===== src/rtl/round_controller.sv =====
// round_controller -- sequencing core of a colour-logic reaction game.
//
// A free-running 16-bit LFSR provides the random round. Each round latches
// four 2-bit selectors, asks the display stage to draw them, waits for the
// frame to finish, then opens a response window for a single keypress. The
// key is judged against the round's logic rule. A correct key bumps the
// score and starts the next round. A wrong key ends the game.
//
// Ports
//   clock                 sole clock, rising edge
//   resetn                asynchronous active-low reset
//   start                 one-cycle request to begin a game (idle/over only)
//   key_valid, key_code   one-cycle keypress strobe and colour (0 R,1 G,2 B,3 Y)
//   done_draw             display level; a rising edge marks frame complete
//   draw_enable           one-cycle draw request for the current round
//   not_not_selector, color_logic_selector,
//   color_selector_1, color_selector_2   round selectors (bit 2 always 0)
//   score                 correct rounds this game, saturating at 255
//   round_active          response window open
//   game_over             game ended; selectors and score held
//   result_valid/correct  one-cycle verdict strobe and verdict
//
// Configuration macro ROUND_TIMEOUT_EN: bounds the response window to
// TIMEOUT_CYCLES. An unanswered window is judged as "no key". Without the
// macro the window is unbounded, and an unanswerable AND round is rewritten
// at generation time so that a correct key always exists.
module round_controller #(
    parameter int unsigned TIMEOUT_CYCLES = 50000000,
    parameter logic [15:0] LFSR_SEED      = 16'hACE1
) (
    input  logic       clock,
    input  logic       resetn,
    input  logic       start,
    input  logic       key_valid,
    input  logic [1:0] key_code,
    input  logic       done_draw,
    output logic       draw_enable,
    output logic [2:0] not_not_selector,
    output logic [2:0] color_logic_selector,
    output logic [2:0] color_selector_1,
    output logic [2:0] color_selector_2,
    output logic [7:0] score,
    output logic       round_active,
    output logic       game_over,
    output logic       result_valid,
    output logic       result_correct
);

    typedef enum logic [2:0] {
        S_IDLE, S_GEN, S_DRAW, S_WAIT_DRAW, S_RESPOND, S_CHECK, S_OVER
    } state_t;

    // An all-zero seed would lock the LFSR. Fall back to a non-zero value.
    localparam logic [15:0] SEED = (LFSR_SEED == 16'h0000) ? 16'h0001 : LFSR_SEED;

    state_t      state, state_next;
    logic [15:0] lfsr;
    logic        done_prev;
    logic        done_rise;
    logic [1:0]  sel_not, sel_logic, sel_c1, sel_c2;
    logic [1:0]  key_q;
    logic [1:0]  gen_c2;
    logic [1:0]  c2n;
    logic [3:0]  target;
    logic        key_hit;
    logic        verdict;

`ifdef ROUND_TIMEOUT_EN
    logic [31:0] timer;
    logic        no_key;
    logic        timeout_hit;
    assign timeout_hit = (timer == 32'(TIMEOUT_CYCLES - 1));
`endif

    assign done_rise = done_draw & ~done_prev;

    assign not_not_selector     = {1'b0, sel_not};
    assign color_logic_selector = {1'b0, sel_logic};
    assign color_selector_1     = {1'b0, sel_c1};
    assign color_selector_2     = {1'b0, sel_c2};

    // color_selector_2 is stored in reversed colour order (3 red .. 0 yellow).
    // c2n brings it back to key_code order. T is held as a one-hot-per-colour mask.
    always_comb begin
        gen_c2 = lfsr[7:6];
`ifndef ROUND_TIMEOUT_EN
        if (lfsr[3:2] == 2'd2 && lfsr[5:4] != 2'd3 - lfsr[7:6])
            gen_c2 = 2'd3 - lfsr[5:4];
`endif
        c2n    = 2'd3 - sel_c2;
        target = 4'b0001 << sel_c1;
        case (sel_logic)
            2'd1:    target = target | (4'b0001 << c2n);
            2'd2:    if (sel_c1 != c2n) target = 4'b0000;
            default: ;
        endcase
        key_hit = target[key_q];
`ifdef ROUND_TIMEOUT_EN
        // With no key, the verdict is correct only when no colour could have
        // been right. That requires an even "not" and an empty target set.
        verdict = no_key ? (~sel_not[0] & (target == 4'b0000))
                         : (sel_not[0] ? ~key_hit : key_hit);
`else
        verdict = sel_not[0] ? ~key_hit : key_hit;
`endif
    end

    always_comb begin
        state_next     = state;
        draw_enable    = 1'b0;
        round_active   = 1'b0;
        game_over      = 1'b0;
        result_valid   = 1'b0;
        result_correct = 1'b0;
        case (state)
            S_IDLE:      if (start) state_next = S_GEN;
            S_GEN:       state_next = S_DRAW;
            S_DRAW: begin
                draw_enable = 1'b1;
                state_next  = S_WAIT_DRAW;
            end
            S_WAIT_DRAW: if (done_rise) state_next = S_RESPOND;
            S_RESPOND: begin
                round_active = 1'b1;
                if (key_valid) state_next = S_CHECK;
`ifdef ROUND_TIMEOUT_EN
                else if (timeout_hit) state_next = S_CHECK;
`endif
            end
            S_CHECK: begin
                result_valid   = 1'b1;
                result_correct = verdict;
                state_next     = verdict ? S_GEN : S_OVER;
            end
            S_OVER: begin
                game_over = 1'b1;
                if (start) state_next = S_GEN;
            end
            default:     state_next = S_IDLE;
        endcase
    end

    always_ff @(posedge clock or negedge resetn) begin
        if (!resetn) begin
            state     <= S_IDLE;
            lfsr      <= SEED;
            done_prev <= 1'b0;
            sel_not   <= 2'd0;
            sel_logic <= 2'd0;
            sel_c1    <= 2'd0;
            sel_c2    <= 2'd0;
            key_q     <= 2'd0;
            score     <= 8'd0;
`ifdef ROUND_TIMEOUT_EN
            timer     <= 32'd0;
            no_key    <= 1'b0;
`endif
        end else begin
            state     <= state_next;
            // Fibonacci LFSR, taps 16,14,13,11
            lfsr      <= {lfsr[14:0], lfsr[15] ^ lfsr[13] ^ lfsr[12] ^ lfsr[10]};
            done_prev <= done_draw;
            if ((state == S_IDLE || state == S_OVER) && start)
                score <= 8'd0;
            if (state == S_GEN) begin
                sel_not   <= lfsr[1:0];
                sel_logic <= lfsr[3:2];
                sel_c1    <= lfsr[5:4];
                sel_c2    <= gen_c2;
            end
            if (state == S_RESPOND && key_valid)
                key_q <= key_code;
            if (state == S_CHECK && verdict && score != 8'hFF)
                score <= score + 8'd1;
`ifdef ROUND_TIMEOUT_EN
            if (state == S_WAIT_DRAW)
                timer <= 32'd0;
            else if (state == S_RESPOND)
                timer <= timer + 32'd1;
            if (state == S_RESPOND)
                no_key <= ~key_valid;
`endif
        end
    end

endmodule


===== config.mk =====
export PLATFORM = sky130hd
export DESIGN_NAME = round_controller
export DESIGN_NICKNAME = d
export VERILOG_FILES = /design/src/rtl/round_controller.sv
export SDC_FILE = /design/constraint.sdc
export NUM_CORES = 1
export LEC_CHECK = 0
export ABC_AREA = 0
export BUFFER_PORTS_ARGS = -buffer_cell sky130_fd_sc_hd__buf_2
export CORE_AREA = 2 2 89 91
export CTS_BUF_LIST = sky130_fd_sc_hd__clkbuf_4 sky130_fd_sc_hd__clkbuf_8
export CTS_CLUSTER_DIAMETER = 30
export DETAILED_ROUTE_END_ITERATION = 16
export DIE_AREA = 0 0 91 93
export HOLD_SLACK_MARGIN = 0.03
export PLACE_DENSITY_LB_ADDON = 0.08
export SLEW_MARGIN = 20
export SYNTH_ARGS = -nofsm -noshare
export SYNTH_HDL_FRONTEND = slang
export SYNTH_SLANG_ARGS = --single-unit
export TNS_END_PERCENT = 30

===== constraint.sdc =====
create_clock -name clock -period 3 [get_ports clock]
set_input_delay 0.15 -clock clock [delete_from_list [all_inputs] [get_ports clock]]
set_output_delay 0.15 -clock clock [all_outputs]
set_load 0.01 [all_outputs]

==> results.md <==
* Critical Path Start Type: register
* Synth warn at 0
* Sum of negative setup slack at 0 ps
* CTS buffer count at 5
* Cells after Synth at 159
* Gpl congestion at 0.700
* Hold Crit Start: key_code[0]
* Met1 usage at 0.120
* Fin. Hold Viols at 0
* Met3 track demand over resource at 0.0355
* Hold slack final at 71.4 ps
* Pin count of the biggest net entering global routing at 39
* CTS Hold Buffers Added at 2
* Core area at 0.00753 mm2
* # nets final at 201
* Root buffer cell: clkbuf_8
* Max_cap viols at 0
* Clock network power share at 0.236
* DR iter-0 viols at 34
* Antenna viol nets, final at 0
* Row count at 32
* DIE AREA at 0.00846 mm2
* Post-synth EDFFs at 0
* Layout Utilization at 0.287
* Critical path buffers and inverters at 2
* Final instance area at 0.00216 mm2
* Placed inst area at 0.00204 mm2
* Port-buffer cells at 27
* Sequential share of power at 0.436
* Hold Path Depth at 2
* Fin crit share at 0.933
* Synthesized area at 0.00181 mm2
* WL/cell at 13.2 um
* Clock latency on the worst-skew pair at 290 ps
* First-pass iteration count of the detailed router at 4
* Crit-path cells: inv_1 > ha_1 > or2b_1 > o22a_2 > o311ai_2 > o21ai_4 > xor2_2 > nor2_1 > buf_2
* CP delay by family, top: compound AO/OA/AOI/OAI gates
* Static Leak at 0.00100 uW
* Initial core utilization at 0.240
* Grt ovf at 0
* Fillcell total at 825
* Dominant synthesized flop cell: dfrtp_1
* Sequential fraction of the synthesis area at 0.532
* Area Growth Syn to Fin at 19.5%
* Worst-path clk slew at 80 ps
* Dpl hpwl at 2770 um
* Fmax at 357 MHz
* HP Class: input pin to register
* Detailed-route DRC error count at 0
* Vias per cell at 4.40
* Worst r2r dst: score[2]
* Worst reg2reg setup slack at 310 ps
* Netlist cell types at 48
* Met2 usage at 0.167
* Share of layout cells above drive strength 1 at 0.281
* GR peak layer: met2
* DIE WIDTH at 91 um
* Num ports at 32
* Kind of critical path: register to output pin
* First-pass GRT wire length at 6640 um
* Required @ worst endpoint at 2850 ps
* R2R depth at 9
* Vias in the first global route at 1324
* Hold path endpoint: key_q[0]
* Post-CTS Resized at 0
* CP endpoint kind: output pin
* Psw at 599 uW
* CP Data Arrival Time at 2650 ps
* Crit Path Max Fanout at 8
* Die H at 93 um
* Slowest Stage Delay on Critical Path at 410 ps
* Final Setup Violations at 0
* Peak supply drop at 0.000208 V
* Fraction of power spent switching nets at 0.378
* Overall Power at 1580 uW
* Final Skew at 7.39 ps
* PD cells at 734 mW/mm2
* Worst-Margin Slew at 856 ps
* Total number of vias at 1294
* Post-CTS Setup Repair Bufs at 0
* CTS tree: yes
* Final Max Tran Viols at 0
* Comb pwr share at 0.328
* CP max-delay cell: xor2_2
* Max Root-Sink Buffers at 2
* RSZ-0062 raised after global routing: false
* Final wirelength at 3890 um
* P_int at 985 uW
* # H-tree levels at 2
* Min Clock Period, post-route at 2800 ps
* Initial antenna violation count at 0
* Clock sink count at 38
* Slew HR at 0.429
* RR Startpoint: sel_logic[0]
* Status: completed
* GRT Total Usage at 0.100
* Avg Inst Size Synth at 11.4 um2
* Ys async rst share at 1.00
* ANT cells at 0
* Yosys reg bits at 38
-- kinds of logic (layout without fill, tap and decap cells) --
group	after synthesis	in the layout	synth area share
other cells	1	4	0.00208
buf+inv	13	43	0.0353
xor+xnor	11	11	0.0679
compound gates	32	32	0.136
fa+ha+maj	3	3	0.0208
mux	7	7	0.0429
simple gates	54	54	0.163
flops	38	38	0.532
-- worst max path at each step --
stage            startpoint        endpoint  slack (ps)  cells after the start
3_5_place_dp   sel_logic[0]        score[2]         330                      9
5_1_grt        sel_logic[0]  result_correct          40                      9
3_3_place_gp   sel_logic[0]        score[5]         420                      9
6_report       sel_logic[0]  result_correct         200                      9
2_1_floorplan  sel_logic[0]        score[2]         490                      9
4_1_cts        sel_logic[0]  result_correct         190                      9
-- metal layers --
| metal | up-vias | share of wire |
|---|---|---|
| li1 | 617 | - |
| met1 | 646 | 0.44 |
| met2 | 26 | 0.49 |
| met3 | 5 | 0.051 |
| met4 | 0 | 0.016 |
| met5 | - | 0 |
-- cells in the final DEF, fill, tap and decap left out, types with 5 or more instances in the layout --
cell and n:
dfstp_2 8, dfrtp_1 30, buf_2 27, nor2_1 12
clkbuf_8 6, inv_1 5, nand3_1 5, xor2_1 5
nand2_1 12, a21oi_1 7, mux2_1 5
-- metrics by stage --
stage | worst slack, ps | cells
after floorplan | 486 | 162
after global placement | 416 | 284
after detailed placement | 332 | 284
after CTS | 185 | 294
after global routing | 44.9 | 294
final | 202 | 294
-- power by group through the flow --
stage | Sequential [uW] | Clock, uW | Combinational [uW]
after global placement | 697 | 0 | 512
final | 691 | 373 | 520
after global routing | 705 | 419 | 581
after detailed placement | 701 | 0 | 531
after CTS | 692 | 395 | 534
after floorplan | 654 | 0 | 414
-- area by class of cell --
class | instances | area [um2] | area share
timing repair buffer | 30 | 163 | 0.0754
multi-input combinational | 111 | 793 | 0.368
clock inverter | 2 | 12.5 | 0.00580
inverter | 5 | 18.8 | 0.00870
tap | 102 | 128 | 0.0591
sequential | 38 | 961 | 0.445
clock buffer | 6 | 82.6 | 0.0383
-- cells in the mapped netlist (all sizes together), types with 3 or more instances --
cell / instances / share of area
a221o: 3 / 0.017
nand3: 5 / 0.014
a21oi: 7 / 0.019
inv: 5 / 0.010
o21ai: 7 / 0.026
xnor2: 5 / 0.035
xor2: 6 / 0.033
nand2: 12 / 0.025
nor2b: 3 / 0.010
dfstp: 8 / 0.12
dfrtp: 30 / 0.42
a211o: 3 / 0.015
ha: 3 / 0.021
mux2: 6 / 0.037
nor2: 12 / 0.025
buf: 4 / 0.017
nand2b: 4 / 0.014
clkbuf: 4 / 0.0083
nor3: 4 / 0.020
-- flip-flops by register name, summed over array words and instances (netlist names) --
signal	count
done_prev	1
sel_c2	2
state	3
key_q	2
lfsr	16
sel_c1	2
score	8
sel_logic	2
sel_not	2
(Power assumes the default switching activity.)
